`src/rtl/gf_inv_serial.sv`:
```
// Sequential GF(2^M) inverter: a^-1 = a^(2^M-2) via a square/multiply chain on one bit-serial multiplier.
// Optional zero-operand flag output enabled by defining GF_INV_ZERO_FLAG_EN.
module gf_inv_serial #(
    parameter int         M    = 16,
    parameter logic [M:0] POLY = 17'h1002B
) (
    input  logic         clk,
    input  logic         rst,
    input  logic         in_valid,
    output logic         in_ready,
    input  logic [M-1:0] in_a,
    output logic         out_valid,
    input  logic         out_ready,
    output logic [1:0]   dbg_state_o,
    output logic [M-1:0] out_inv
`ifdef GF_INV_ZERO_FLAG_EN
    ,
    output logic         out_zero
`endif
);

    // Handshake: a transfer happens on a rising edge where valid and ready are both 1;
    // out_valid/out_inv stay stable until accepted, in_valid is ignored unless in_ready.
    typedef enum logic [1:0] {IDLE, SQR, MUL, DONE} state_t;

    localparam logic [5:0] ITER_LAST = 6'(M - 2);
    localparam logic [4:0] CNT_LAST  = 5'(M - 1);
    localparam logic [M-1:0] MSB_MASK = {1'b1, {(M-1){1'b0}}};

    state_t       state_q;
    logic         in_ready_q;
    logic         out_valid_q;
    logic [M-1:0] out_inv_q;
    logic [M-1:0] a_q, r_q, acc_q;
    logic [5:0]   iter_q;
    logic [4:0]   cnt_q;
`ifdef GF_INV_ZERO_FLAG_EN
    logic         zero_q;
`endif

    logic [M-1:0] y_op;
    logic         y_bit;
    logic         last;
    logic [M-1:0] prod_d;

    // Squaring uses R as both operands; multiply uses R times the latched operand.
    always_comb begin
        y_op   = (state_q == MUL) ? a_q : r_q;
        y_bit  = |(y_op & (MSB_MASK >> cnt_q));
        last   = (cnt_q == CNT_LAST);
        prod_d = {acc_q[M-2:0], 1'b0}
               ^ (acc_q[M-1] ? POLY[M-1:0] : '0)
               ^ (y_bit ? r_q : '0);
    end

    always_ff @(posedge clk or posedge rst) begin
        if (rst) begin
            state_q     <= IDLE;
            in_ready_q  <= 1'b0;
            out_valid_q <= 1'b0;
            out_inv_q   <= '0;
            a_q         <= '0;
            r_q         <= '0;
            acc_q       <= '0;
            iter_q      <= '0;
            cnt_q       <= '0;
`ifdef GF_INV_ZERO_FLAG_EN
            zero_q      <= 1'b0;
`endif
        end else begin
            case (state_q)
                IDLE: begin
                    in_ready_q <= 1'b1;
                    if (in_valid && in_ready_q) begin
                        in_ready_q <= 1'b0;
                        a_q        <= in_a;
                        r_q        <= in_a;
                        acc_q      <= '0;
                        iter_q     <= 6'd1;
                        cnt_q      <= '0;
                        state_q    <= SQR;
`ifdef GF_INV_ZERO_FLAG_EN
                        zero_q     <= (in_a == '0);
`endif
                    end
                end
                SQR, MUL: begin
                    if (last) begin
                        acc_q <= '0;
                        cnt_q <= '0;
                        r_q   <= prod_d;
                        if (state_q == MUL) begin
                            iter_q  <= iter_q + 6'd1;
                            state_q <= SQR;
                        end else if (iter_q <= ITER_LAST) begin
                            state_q <= MUL;
                        end else begin
                            // Final squaring turns a^(2^(M-1)-1) into a^(2^M-2).
                            out_valid_q <= 1'b1;
                            out_inv_q   <= prod_d;
                            state_q     <= DONE;
                        end
                    end else begin
                        acc_q <= prod_d;
                        cnt_q <= cnt_q + 5'd1;
                    end
                end
                DONE: begin
                    if (out_ready) begin
                        out_valid_q <= 1'b0;
                        in_ready_q  <= 1'b1;
                        state_q     <= IDLE;
`ifdef GF_INV_ZERO_FLAG_EN
                        zero_q      <= 1'b0;
`endif
                    end
                end
                default: state_q <= IDLE;
            endcase
        end
    end

    assign in_ready    = in_ready_q;
    assign out_valid   = out_valid_q;
    assign out_inv     = out_inv_q;
    assign dbg_state_o = state_q;
`ifdef GF_INV_ZERO_FLAG_EN
    assign out_zero    = zero_q;
`endif

endmodule

```
`config.mk`:
```
export PLATFORM = sky130hd
export DESIGN_NAME = gf_inv_serial
export DESIGN_NICKNAME = d
export VERILOG_FILES = /design/src/rtl/gf_inv_serial.sv
export SDC_FILE = /design/constraint.sdc
export NUM_CORES = 1
export LEC_CHECK = 0
export ABC_AREA = 1
export CORE_MARGIN = 2
export CORE_UTILIZATION = 55
export DETAILED_ROUTE_END_ITERATION = 12
export PLACE_DENSITY = 0.77
export RECOVER_POWER = 25
export REMOVE_ABC_BUFFERS = 1
export SLEW_MARGIN = 20
export SYNTH_ARGS = -nofsm -noshare
export SYNTH_HDL_FRONTEND = slang
export SYNTH_SLANG_ARGS = --single-unit
```
`constraint.sdc`:
```
create_clock -name clk -period 6.4 [get_ports clk]
set_clock_uncertainty 0.2 [all_clocks]
set_input_delay 0.96 -clock clk [delete_from_list [all_inputs] [get_ports clk]]
set_output_delay 0.96 -clock clk [all_outputs]
set_load 0.005 [all_outputs]
```
-- Word level (Yosys, flattened, before mapping)
Cells that the tools add are included.
- shift-type cells: 1
- mux-type cells: 30
- add/sub/neg operators: 2
- reductions and logical operators: 15
- bitwise logic cells: 5
- eq/ne operators: 10
- magnitude comparators: 1
- operator list (operator ; count):
    2-to-1 mux 16 bit ; 6
    case mux 16 bit (2 select lines) ; 2
    2-to-1 mux 6 bit ; 4
    bitwise AND 16 bit ; 1
    OR reduction 16 bit ; 1
    >> shifter 16 x 5 -> 16 bit (first input constant) ; 1
    bitwise XOR 16 bit ; 1
    bitwise XOR 16 x 6 -> 16 bit ; 1
    inequality test 2 bit (second input constant) ; 6
    case mux 6 bit (2 select lines) ; 1
    2-to-1 mux 5 bit ; 2
    case mux 5 bit (2 select lines) ; 1
    2-to-1 mux 2 bit ; 4
    AND reduction 4 bit ; 2
    2-to-1 mux 1 bit ; 7
    adder 6 x 1 -> 6 bit (second input constant) ; 1
    less-or-equal comparator 6 x 4 -> 1 bit (second input constant) ; 1
    case mux 2 bit (3 select lines) ; 1
    AND reduction 2 bit ; 3
    AND reduction 3 bit ; 2
    nonzero test 2 bit ; 3
    adder 5 x 1 -> 5 bit (second input constant) ; 1
    equality test 5 x 4 -> 1 bit (second input constant) ; 1
    AND reduction 5 bit ; 1
    other kinds (7) ; 10
- output and inout port bits: 20
- bits in registers: 79
- word-level logic and storage cells: 73
- input port bits: 20

-- Longest topological paths before layout
Gate-level depths: netlist (run 1).
- word-level depth: 8
- mapped depth: 17
- depth with buffers taken out: 15

-- Worst setup path after synthesis (run 1)
OpenSTA, ideal clock, no wires.
- kind: input -> register
- start point: input port in_valid
- end point: register iter_q[4]
- buffers on the path: 0
- data required time: 6.083 ns
- slack: 4.159 ns
- stages: 9
- library setup time: 0.117 ns
- arrival time: 1.924 ns
- cell sequence: nand2_1 -> nand2_1 -> o21ai_2 -> nor2_1 -> nand2_1 -> nor2_1 -> nand3_1 -> nor2_1 -> nor2_1
- cells in the longest elaborated chain, start to end: 3
- ends and longest elaborated chain (element ; RTL line ; RTL):
    start: declaration ; 9 ; input logic in_valid,
    logical AND 1 bit ; 74 ; if (in_valid && in_ready_q) begin
    inequality test 2 bit (no source line) ; - ;
    AND reduction 4 bit (no source line) ; - ;
    end signal: assignment ; 93 ; iter_q <= iter_q + 6'd1;
    end: declaration ; 35 ; logic [5:0] iter_q;
Every way passes these cells.
A chain may end at the register's enable or synchronous reset.

-- Worst setup path in the final report (run 1)
- start point: register state_q[0], in the netlist dbg_state_o[0]
- end point: register r_q[10]
- cells in the longest elaborated chain, start to end: 8
- elaborated cells between the ends (all ways): 15
- those cells by class: eq/ne: 4; mux: 4; bitwise: 2; reduce/logical: 5
- ends and longest elaborated chain (element ; RTL line ; RTL):
    start: declaration ; 30 ; state_t state_q;
    start signal: assignment ; 58 ; state_q <= IDLE;
    start signal: assignment ; 81 ; state_q <= SQR;
    start signal: assignment ; 94 ; state_q <= SQR;
    equality test 2 bit ; 48, 71 ;
    2-to-1 mux 16 bit ; 48 ; y_op = (state_q == MUL) ? a_q : r_q;
    bitwise AND 16 bit ; 49 ; y_bit = |(y_op & (MSB_MASK >> cnt_q));
    OR reduction 16 bit ; 49 ;
    2-to-1 mux 16 bit ; 53 ; ^ (y_bit ? r_q : '0);
    bitwise XOR 16 bit ; 53 ;
    2-to-1 mux 16 bit ; 88 ; if (last) begin
    case mux 16 bit (2 select lines) ; 71 ; case (state_q)
    end signal: assignment ; 77 ; r_q <= in_a;
    end signal: assignment ; 91 ; r_q <= prod_d;
    end: declaration ; 34 ; logic [M-1:0] a_q, r_q, acc_q;
Several ways; a longest one is shown, not always the timed one. The select of a mux whose other input is x is not followed.

==> results of run 1 <==
-- power by group through the flow --
stage	Sequential [mW]	Clock [mW]	Combinational (mW)
6_report	0.835	0.396	1.36
3_3_place_gp	0.831	0	1.29
3_5_place_dp	0.839	0	1.35
4_1_cts	0.831	0.403	1.35
2_1_floorplan	0.802	0	0.970
5_1_grt	0.857	0.424	1.54
-- registers in the layout (all words and copies together) (netlist names) --
name,count
dbg_state_o,2
in_ready,1
iter_q,6
acc_q,16
cnt_q,5
a_q,16
out_valid,1
r_q,16
out_inv,16
-- per-stage QoR --
step | hold WS, ns | utilization, %
global route | 0.315 | 64.8
finish | 0.290 | 64.8
CTS | 0.290 | 64.7
detailed placement | 0.271 | 62.0
global placement | 0.267 | 62.0
floorplan | 0.242 | -
-- worst min path at each step --
stage	startpoint	to	slack, ns	depth (start not counted)
after floorplan	a_q[10]	a_q[10]	0.24	2
after global placement	out_valid	out_valid	0.27	2
after detailed placement	a_q[3]	a_q[3]	0.27	2
after CTS	out_valid	out_valid	0.29	2
after global routing	out_inv[5]	out_inv[5]	0.32	2
final	out_valid	out_valid	0.29	2
-- synthesized netlist by cell type, types with 3 or more instances --
cell type | n | area [sq um]
nand3_1 | 55 | 275
nand2_1 | 229 | 860
xor2_1 | 3 | 26.3
nor2_1 | 39 | 146
nor2_2 | 3 | 18.8
ha_1 | 13 | 163
nand3_2 | 16 | 160
buf_6 | 5 | 56.3
o21ai_0 | 21 | 105
clkbuf_1 | 7 | 26.3
buf_4 | 3 | 22.5
a22oi_1 | 16 | 120
nor3_1 | 3 | 15.0
inv_1 | 70 | 263
dfrtp_1 | 79 | 1980
a21oi_1 | 6 | 30.0
buf_2 | 4 | 20.0
-- logic make-up (layout without fill, tap and decap cells) --
group / count (synthesis) / count (layout) / share of synthesized area, %
and+or+nand+nor: 351 / 351 / 34.7
xor gates and xnor gates: 3 / 3 / 0.596
DFF: 79 / 79 / 44.8
AOI/OAI and AO/OA: 49 / 49 / 6.83
buffers and inverters: 95 / 131 / 9.36
adders and majority gates: 13 / 13 / 3.69
-- tightest hold or removal path, cell delays in order, from the launching register on --
cell and delay (ns):
dfrtp_1 0.35, nand2_1 0.05, o21ai_0 0.06
-- cell type report --
cell class                 instances  area [sq um]  area share (%)
clock inverter                     4          70.1            1.39
timing repair buffer              40           402            7.98
multi-input combinational        416          2040            40.5
inverter                          75           285            5.67
sequential                        79          1980            39.3
tap                              102           128            2.54
clock buffer                      12           135            2.68
-- per-layer routing --
metal,vias to the layer above,global-route usage [%],part of all wire [%]
met5,-,0,0
met4,0,7.37,1.7
met3,15,6.29,6.3
met2,110,43.3,49
met1,1798,32.6,43
li1,1910,-,-
==> flow_summary.json, run 1 <==
{
  "layout_min_cycle_time_ns": 3.19,
  "clk-insertion-delay-late_ns": 0.35,
  "wl_per_cell_microns": 14.3,
  "synth_edf_count": 0,
  "antenna_cells": 0,
  "port_buffers": 39,
  "hold_violations": 0,
  "cts.clk_slew.worst_paths_ns": 0.08,
  "p_leak_nw": 2.63,
  "post_dp_cell_area_sq_mm": 0.00482,
  "layout-drive-gt1-share_pct": 7.03,
  "synth-main-ff-cell": "dfrtp_1",
  "drt_iter0_drc": 219,
  "slew_viol_final": 0,
  "drt-total-wl_microns": 10400,
  "p_total_mw": 2.59,
  "path_buf_inv": 2,
  "p_switching_mw": 1.28,
  "grt_pass1_wl_microns": 17500,
  "root_buffer": "clkbuf_8",
  "grt_max_degree": 80,
  "path_delay_family": "simple AND/OR/NAND/NOR gates",
  "setup_slack_ns": 3.21,
  "netlist_area_sq_mm": 0.00441,
  "grt_overflow": 0,
  "cp_slowest_stage_delay_ns": 0.65,
  "ant_nets": 0,
  "place_inst": 712,
  "crit_path_end_kind": "flip-flop",
  "cp_cell_sequence": "inv_1, ha_1, inv_4, nand2_1, nand2_1, nor2_1, nor2_1, nand2_1, nor2_1, nand2_2, nand3_2, nand3_1, nand2_1",
  "dr.pass1.iters": 6,
  "dpl_worst_slack_ns": 3.10,
  "layout_commonest_cell": "nand2_1",
  "min_period_over_period_pct": 49.8,
  "cp-endpoint": "r_q[10]",
  "p_int_mw": 1.31,
  "r2r_end": "r_q[10]",
  "comb_power_share_pct": 52.5,
  "min_path_type": "flip-flop to flip-flop",
  "syn_inst": 590,
  "cts_resized": 0,
  "avgSynthCellArea_sq_um": 7.48,
  "drv_cap": 0,
  "finalInstanceArea_sq_mm": 0.00503,
  "fill_cells": 685,
  "vdd_drop_max_uv": 329,
  "nNetsFinal": 654,
  "p_seq_share_pct": 32.2,
  "synth_cell_types": 33,
  "start_util_pct": 56.8,
  "critPathSlowestCell": "ha_1",
  "async_flop_share_pct": 100,
  "via_per_inst": 5.27,
  "rsz0062_at_grt": "false",
  "slew-limit-headroom_pct": 35.8,
  "ios": 40,
  "yosysWarnings": 0,
  "final_cells": 728,
  "cp.depth": 13,
  "final_cell_mix": "229 x nand2_1, 79 x dfrtp_1, 69 x inv_1, 55 x nand3_1, 38 x nor2_1",
  "path_class": "flip-flop to flip-flop",
  "cts_tree": "done",
  "startpoint": "dbg_state_o[0]",
  "worstRegToRegCells": 13,
  "setup_viol_count_final": 0,
  "cp.arrival_ns": 3.22,
  "cts_setup_buffers": 0,
  "die_area_sq_mm": 0.00876,
  "dp_hpwl_microns": 7020,
  "cts_hold_buf": 0,
  "sw_frac_of_total_pct": 49.4,
  "vias": 3833,
  "rows": 32,
  "cts_max_level": 3,
  "reg2reg_slack_ns": 3.21,
  "setup_tns_ns": 0,
  "status": "completed",
  "clock_path_buffers": 2,
  "grt_use_total_pct": 25.5,
  "grt_pass1_vias": 3728,
  "worst_pin_slew_ns": 0.963,
  "fp.dieW_microns": 93.6,
  "coreArea_sq_mm": 0.00777,
  "path_max_fanout": 32,
  "cpMostUsedCell": "nand2_1",
  "area_growth_pct": 14.1,
  "p_clk_share_pct": 15.3,
  "numClockSinks": 79,
  "seq_area_frac_synth_pct": 44.8,
  "startpoint_type": "flip-flop",
  "timing.rr.start": "dbg_state_o[0]",
  "drc": 0,
  "chipHeight_microns": 93.6,
  "gp_congestion": 0.871,
  "required_ns": 6.44,
  "fmax_ghz": 0.314,
  "cts_buffers": 9,
  "p_per_area_mw_per_mm2": 515,
  "synth_seq_cells": 79,
  "antenna_found_initial": 0
}
Note: power is estimated with default switching activity, not from simulation.
==> run 2, diff against run 1 <==
- clock period: 6.4 -> 3.25 ns (I/O delays scaled with it)
==> run 2 against run 1 <==
Against the previous run:
- the flow now finishes with violations (capacitance limit, slew limit)
- non-clock buffer count up 5
- global-route usage is 0.15 points higher
- hold slack worse by 0.015 ns
- clock power up 95%
- critical path type unchanged
==> flow_summary.json, run 2 (synthesis gave the netlist of run 1 again) <==
{
  "status": "complete, but fails checks",
  "violations": "capacitance limit, slew limit",
  "cts_buffers": 9,
  "cts_setup_buffers": 0,
  "cp.arrival_ns": 2.75,
  "critPathSlowestCell": "ha_2",
  "clk-insertion-delay-late_ns": 0.35,
  "grt_use_total_pct": 25.7,
  "layout_min_cycle_time_ns": 2.71,
  "path_delay_family": "simple AND/OR/NAND/NOR gates",
  "area_growth_pct": 15.3,
  "path_buf_inv": 4,
  "grt_overflow": 0,
  "dr.pass1.iters": 4,
  "die_area_sq_mm": 0.00876,
  "drc": 0,
  "cp_slowest_stage_delay_ns": 0.44,
  "clock_path_buffers": 2,
  "fp.dieW_microns": 93.6,
  "slew-limit-headroom_pct": -13.0,
  "via_per_inst": 5.36,
  "setup_viol_count_final": 0,
  "required_ns": 3.29,
  "root_buffer": "clkbuf_8",
  "ant_nets": 0,
  "cts_max_level": 3,
  "final_cell_mix": "229 x nand2_1, 79 x dfrtp_1, 69 x inv_1, 55 x nand3_1",
  "startpoint_type": "flip-flop",
  "min_period_over_period_pct": 83.4,
  "ios": 40,
  "rsz0062_at_grt": "false",
  "crit_path_end_kind": "flip-flop",
  "worst_pin_slew_ns": 1.69,
  "p_leak_nw": 2.66,
  "setup_slack_ns": 0.539,
  "cpMostUsedCell": "nand2_1",
  "dpl_worst_slack_ns": 0.332,
  "path_class": "flip-flop to flip-flop",
  "fmax_ghz": 0.369,
  "antenna_found_initial": 0,
  "vdd_drop_max_uv": 509,
  "grt_pass1_wl_microns": 17600,
  "min_path_type": "flip-flop to flip-flop",
  "vias": 3929,
  "drt-total-wl_microns": 10500,
  "grt_max_degree": 45,
  "cts_tree": "done",
  "p_per_area_mw_per_mm2": 1010,
  "hold_violations": 0,
  "cp_cell_sequence": "inv_1, ha_2, inv_4, nand2_1, nand2_1, nand2_1, nand2_1, clkinv_1, nand2_1, nor2_1, nand2_2, buf_12, nand2_1, nand2_1, nand3_1, nand2_1",
  "rows": 32,
  "slew_viol_final": 36,
  "cts.clk_slew.worst_paths_ns": 0.08,
  "fin_hold_ws_ns": 0.274,
  "setup_tns_ns": 0,
  "numClockSinks": 79,
  "port_buffers": 39,
  "start_util_pct": 56.8,
  "gp_congestion": 0.905,
  "antenna_cells": 0,
  "layout_commonest_cell": "nand2_1",
  "drv_cap": 1,
  "dp_hpwl_microns": 7100,
  "coreArea_sq_mm": 0.00777,
  "layout-drive-gt1-share_pct": 8.24,
  "wl_per_cell_microns": 14.4,
  "cts_hold_buf": 0,
  "path_max_fanout": 24,
  "drt_iter0_drc": 286,
  "nNetsFinal": 659,
  "chipHeight_microns": 93.6,
  "grt_pass1_vias": 3868
}
==> run 2: cell types whose count changed in the layout (fill, tap and decap cells not counted), sizes merged <==
| cell | change |
|---|---|
| bufinv | -1 |
| clkbuf | +1 |
| clkdlybuf4s50 | +1 |
| dlygate4sd3 | -1 |
| buf | +5 |
==> run 2: worst register-to-register path: cells and delay by family, from the launching register on <==
kind,cells,cell delay (ns)
buffers and inverters,4,0.56
DFF,1,0.43
and+or+nand+nor,11,0.96
adders and majority gates,1,0.44
==> run 2: power breakdown <==
part           leakage, nW  total (mW)  internal, mW  switching, mW
registers             1.02        1.64          1.34          0.307
clock network        0.109       0.771         0.416          0.355
logic                 1.53        2.74         0.902           1.84
total                 2.66        5.16          2.66           2.50
==> run 2: final timing paths <==
path	start	to	slack, ns	cells after the start
worst max-delay path	dbg_state_o[0]	out_inv[1]	0.54	16
worst min-delay path	a_q[10]	a_q[10]	0.27	2
worst max register to register	dbg_state_o[0]	out_inv[1]	0.54	16
worst min register to register	a_q[10]	a_q[10]	0.27	2
max in group asynchronous	rst	out_inv[14]	1.20	3
min in group asynchronous	rst	out_inv[9]	0.80	2
==> run 2: cell type report <==
cell class,count,area [sq um]
multi-input combinational,416,2030
inverter,75,285
clock inverter,3,40.0
timing repair buffer,45,460
fill,690,2680
clock buffer,13,169
sequential,79,1980
tap,102,128
==> run 2: metal layers <==
| layer | global-route usage [%] | part of all wire (%) | wire length, microns |
|---|---|---|---|
| met1 | 32.2 | 44 | 4680 |
| met2 | 43.0 | 49 | 5190 |
| met3 | 5.64 | 4.5 | 472 |
| met4 | 10.7 | 1.7 | 183 |
| met5 | 0 | 0 | 0 |
==> run 2: stage by stage <==
stage / cell area (sq um) / utilization (%) / cells / total power [mW]
after global placement: 4880 / 62.8 / 717 / 4.24
after floorplan: 4280 / - / 570 / 3.49
final: 5090 / 65.5 / 733 / 5.16
after CTS: 5080 / 65.5 / 733 / 5.15
after detailed placement: 4880 / 62.8 / 717 / 4.35
after global routing: 5090 / 65.5 / 733 / 5.61
==> run 2: timing repair <==
action,4_1_cts,5_1_grt
gates resized for setup,0,1
setup endpoints to repair,0,1
hold endpoints to repair,0,0
==> run 3, diff against run 2 <==
- CORE_UTILIZATION: 55 -> 52
- PLACE_DENSITY: 0.77 -> 0.76
- clock period: 3.25 -> 2.3 ns (I/O delays scaled with it)
==> run 3 against run 2 <==
Against the previous run:
- the run now ends clean
- sequential power rose by 40%
- core utilization is 1.2 points higher
- clock power grew 50%
- global-route usage fell by 0.54 points
- critical path depth shrank 1
- combinational power is 88% higher
- routed wire length increased by 2.9%
- sequential share of layout area fell by 2.8 points
- power increased by 67%
- final cell count grew 3.8%
- design area rose by 7.8%
- highest routed layer unchanged
==> flow_summary.json, run 3 (synthesis gave the netlist of run 1 again) <==
{
  "dp_hpwl_microns": 7290,
  "cts.clk_slew.worst_paths_ns": 0.08,
  "p_seq_share_pct": 26.7,
  "cts_hold_buf": 0,
  "ant_nets": 0,
  "grt_pass1_vias": 3925,
  "port_buffers": 39,
  "status": "completed",
  "vdd_drop_max_uv": 915,
  "slew_viol_final": 0,
  "layout_min_cycle_time_ns": 2.18,
  "clock_path_buffers": 2,
  "p_switching_mw": 3.95,
  "drt_iter0_drc": 231,
  "dr.pass1.iters": 4,
  "cts_tree": "done",
  "drv_cap": 0,
  "crit_path_end_kind": "flip-flop",
  "finalCoreUtilization_pct": 66.7,
  "grt_pass1_wl_microns": 17900,
  "comb_power_share_pct": 59.9,
  "sw_frac_of_total_pct": 46.0,
  "fp.dieW_microns": 96.1,
  "coreArea_sq_mm": 0.00822,
  "die_area_sq_mm": 0.00924,
  "min_period_over_period_pct": 94.6,
  "chipHeight_microns": 96.1,
  "root_buffer": "clkbuf_8",
  "nNetsFinal": 684,
  "p_clk_share_pct": 13.4,
  "cts_max_level": 3,
  "gp_congestion": 0.912,
  "fmax_ghz": 0.459,
  "path_max_fanout": 9,
  "antenna_cells": 0,
  "rows": 33,
  "ios": 40,
  "vias": 3919,
  "final_cell_mix": "219 x nand2_1, 79 x dfrtp_1, 65 x inv_1, 50 x nand3_1, 38 x clkdlybuf4s50_1",
  "layout_commonest_cell": "nand2_1",
  "layout-drive-gt1-share_pct": 16.0,
  "cp.arrival_ns": 2.21,
  "numClockSinks": 79,
  "drc": 0,
  "p_per_area_mw_per_mm2": 1570,
  "rsz0062_at_grt": "true",
  "start_util_pct": 53.7,
  "drt-total-wl_microns": 10800,
  "wl_per_cell_microns": 14.2,
  "final_cells": 761,
  "p_leak_nw": 2.81,
  "via_per_inst": 5.15,
  "min_path_type": "flip-flop to flip-flop",
  "area_growth_pct": 24.2,
  "worst_pin_slew_ns": 1.08,
  "p_total_mw": 8.60,
  "cts_buffers": 9,
  "p_int_mw": 4.65,
  "grt_overflow": 0,
  "multi_input_area_sq_mm": 0.00213,
  "startpoint_type": "flip-flop",
  "antenna_found_initial": 0,
  "setup_tns_ns": 0,
  "path_class": "flip-flop to flip-flop",
  "fill_cells": 690,
  "place_inst": 739,
  "slew-limit-headroom_pct": 28.1,
  "setup_viol_count_final": 0,
  "clk-insertion-delay-late_ns": 0.35,
  "grt_max_degree": 80,
  "required_ns": 2.34,
  "regArea_sq_mm": 0.00198,
  "grt_use_total_pct": 25.2,
  "hold_violations": 0
}
-- run 3: path summary, 6_finish.rpt --
check,start,slack [ns],endpoint,cells past startpoint
max,dbg_state_o[0],0.12,r_q[3],15
min,a_q[10],0.28,a_q[10],2
max reg2reg,dbg_state_o[0],0.12,r_q[3],15
min reg2reg,a_q[10],0.28,a_q[10],2
max in group asynchronous,rst,0.58,cnt_q[1],3
min in group asynchronous,rst,0.64,out_inv[11],3
-- run 3: area by class of cell --
cell class / instances / area share [%]
multi-input cells: 416 / 38.8
flip-flops and latches: 79 / 36.1
clock buffers: 11 / 2.58
clock inverters: 5 / 1.48
inverters: 75 / 5.32
repair buffers: 70 / 13.4
well taps: 105 / 2.40
-- run 3: critical path, cell delays in order, from the launching register on --
cell	delay (ns)
dfrtp_1	0.39
inv_2	0.09
ha_4	0.20
buf_2	0.16
nand2_1	0.06
nand2_1	0.08
nor2_1	0.05
nor2_1	0.07
nand2_1	0.06
nor2_2	0.14
nand2_4	0.12
buf_12	0.16
nand2_1	0.08
nand2_2	0.07
nand3_1	0.07
nand2_1	0.05
-- run 3: what timing repair did --
item                       in CTS  in global routing
setup buffers                   1                  2
setup endpoints to repair      10                 54
cloned                          0                  3
pin swaps                       0                  5
resized for setup               2                 32
-- run 3: through the flow --
step | hold slack (ns) | setup WS (ns) | cell area [sq um]
detailed placement | 0.259 | -0.00526 | 5070
floorplan | 0.242 | -0.268 | 4280
CTS | 0.207 | 0.0431 | 5320
global placement | 0.253 | 0.0662 | 5070
global route | 0.307 | -0.0365 | 5480
finish | 0.276 | 0.124 | 5480
-- run 3: routing by layer --
layer | vias up | GRT usage (%) | wire, microns
met5 | - | 0 | 0
met2 | 90 | 42.6 | 5240
met3 | 9 | 3.92 | 599
li1 | 1969 | - | -
met4 | 0 | 9.40 | 120
met1 | 1851 | 32.4 | 4870
-- run 3: power by group through the flow --
stage	Sequential (mW)	Clock [mW]	Combinational, mW
after floorplan	2.23	0	2.70
after global placement	2.27	0	4.23
after detailed placement	2.30	0	4.40
after CTS	2.28	1.19	4.52
after global routing	2.36	1.24	5.67
final	2.29	1.16	5.15
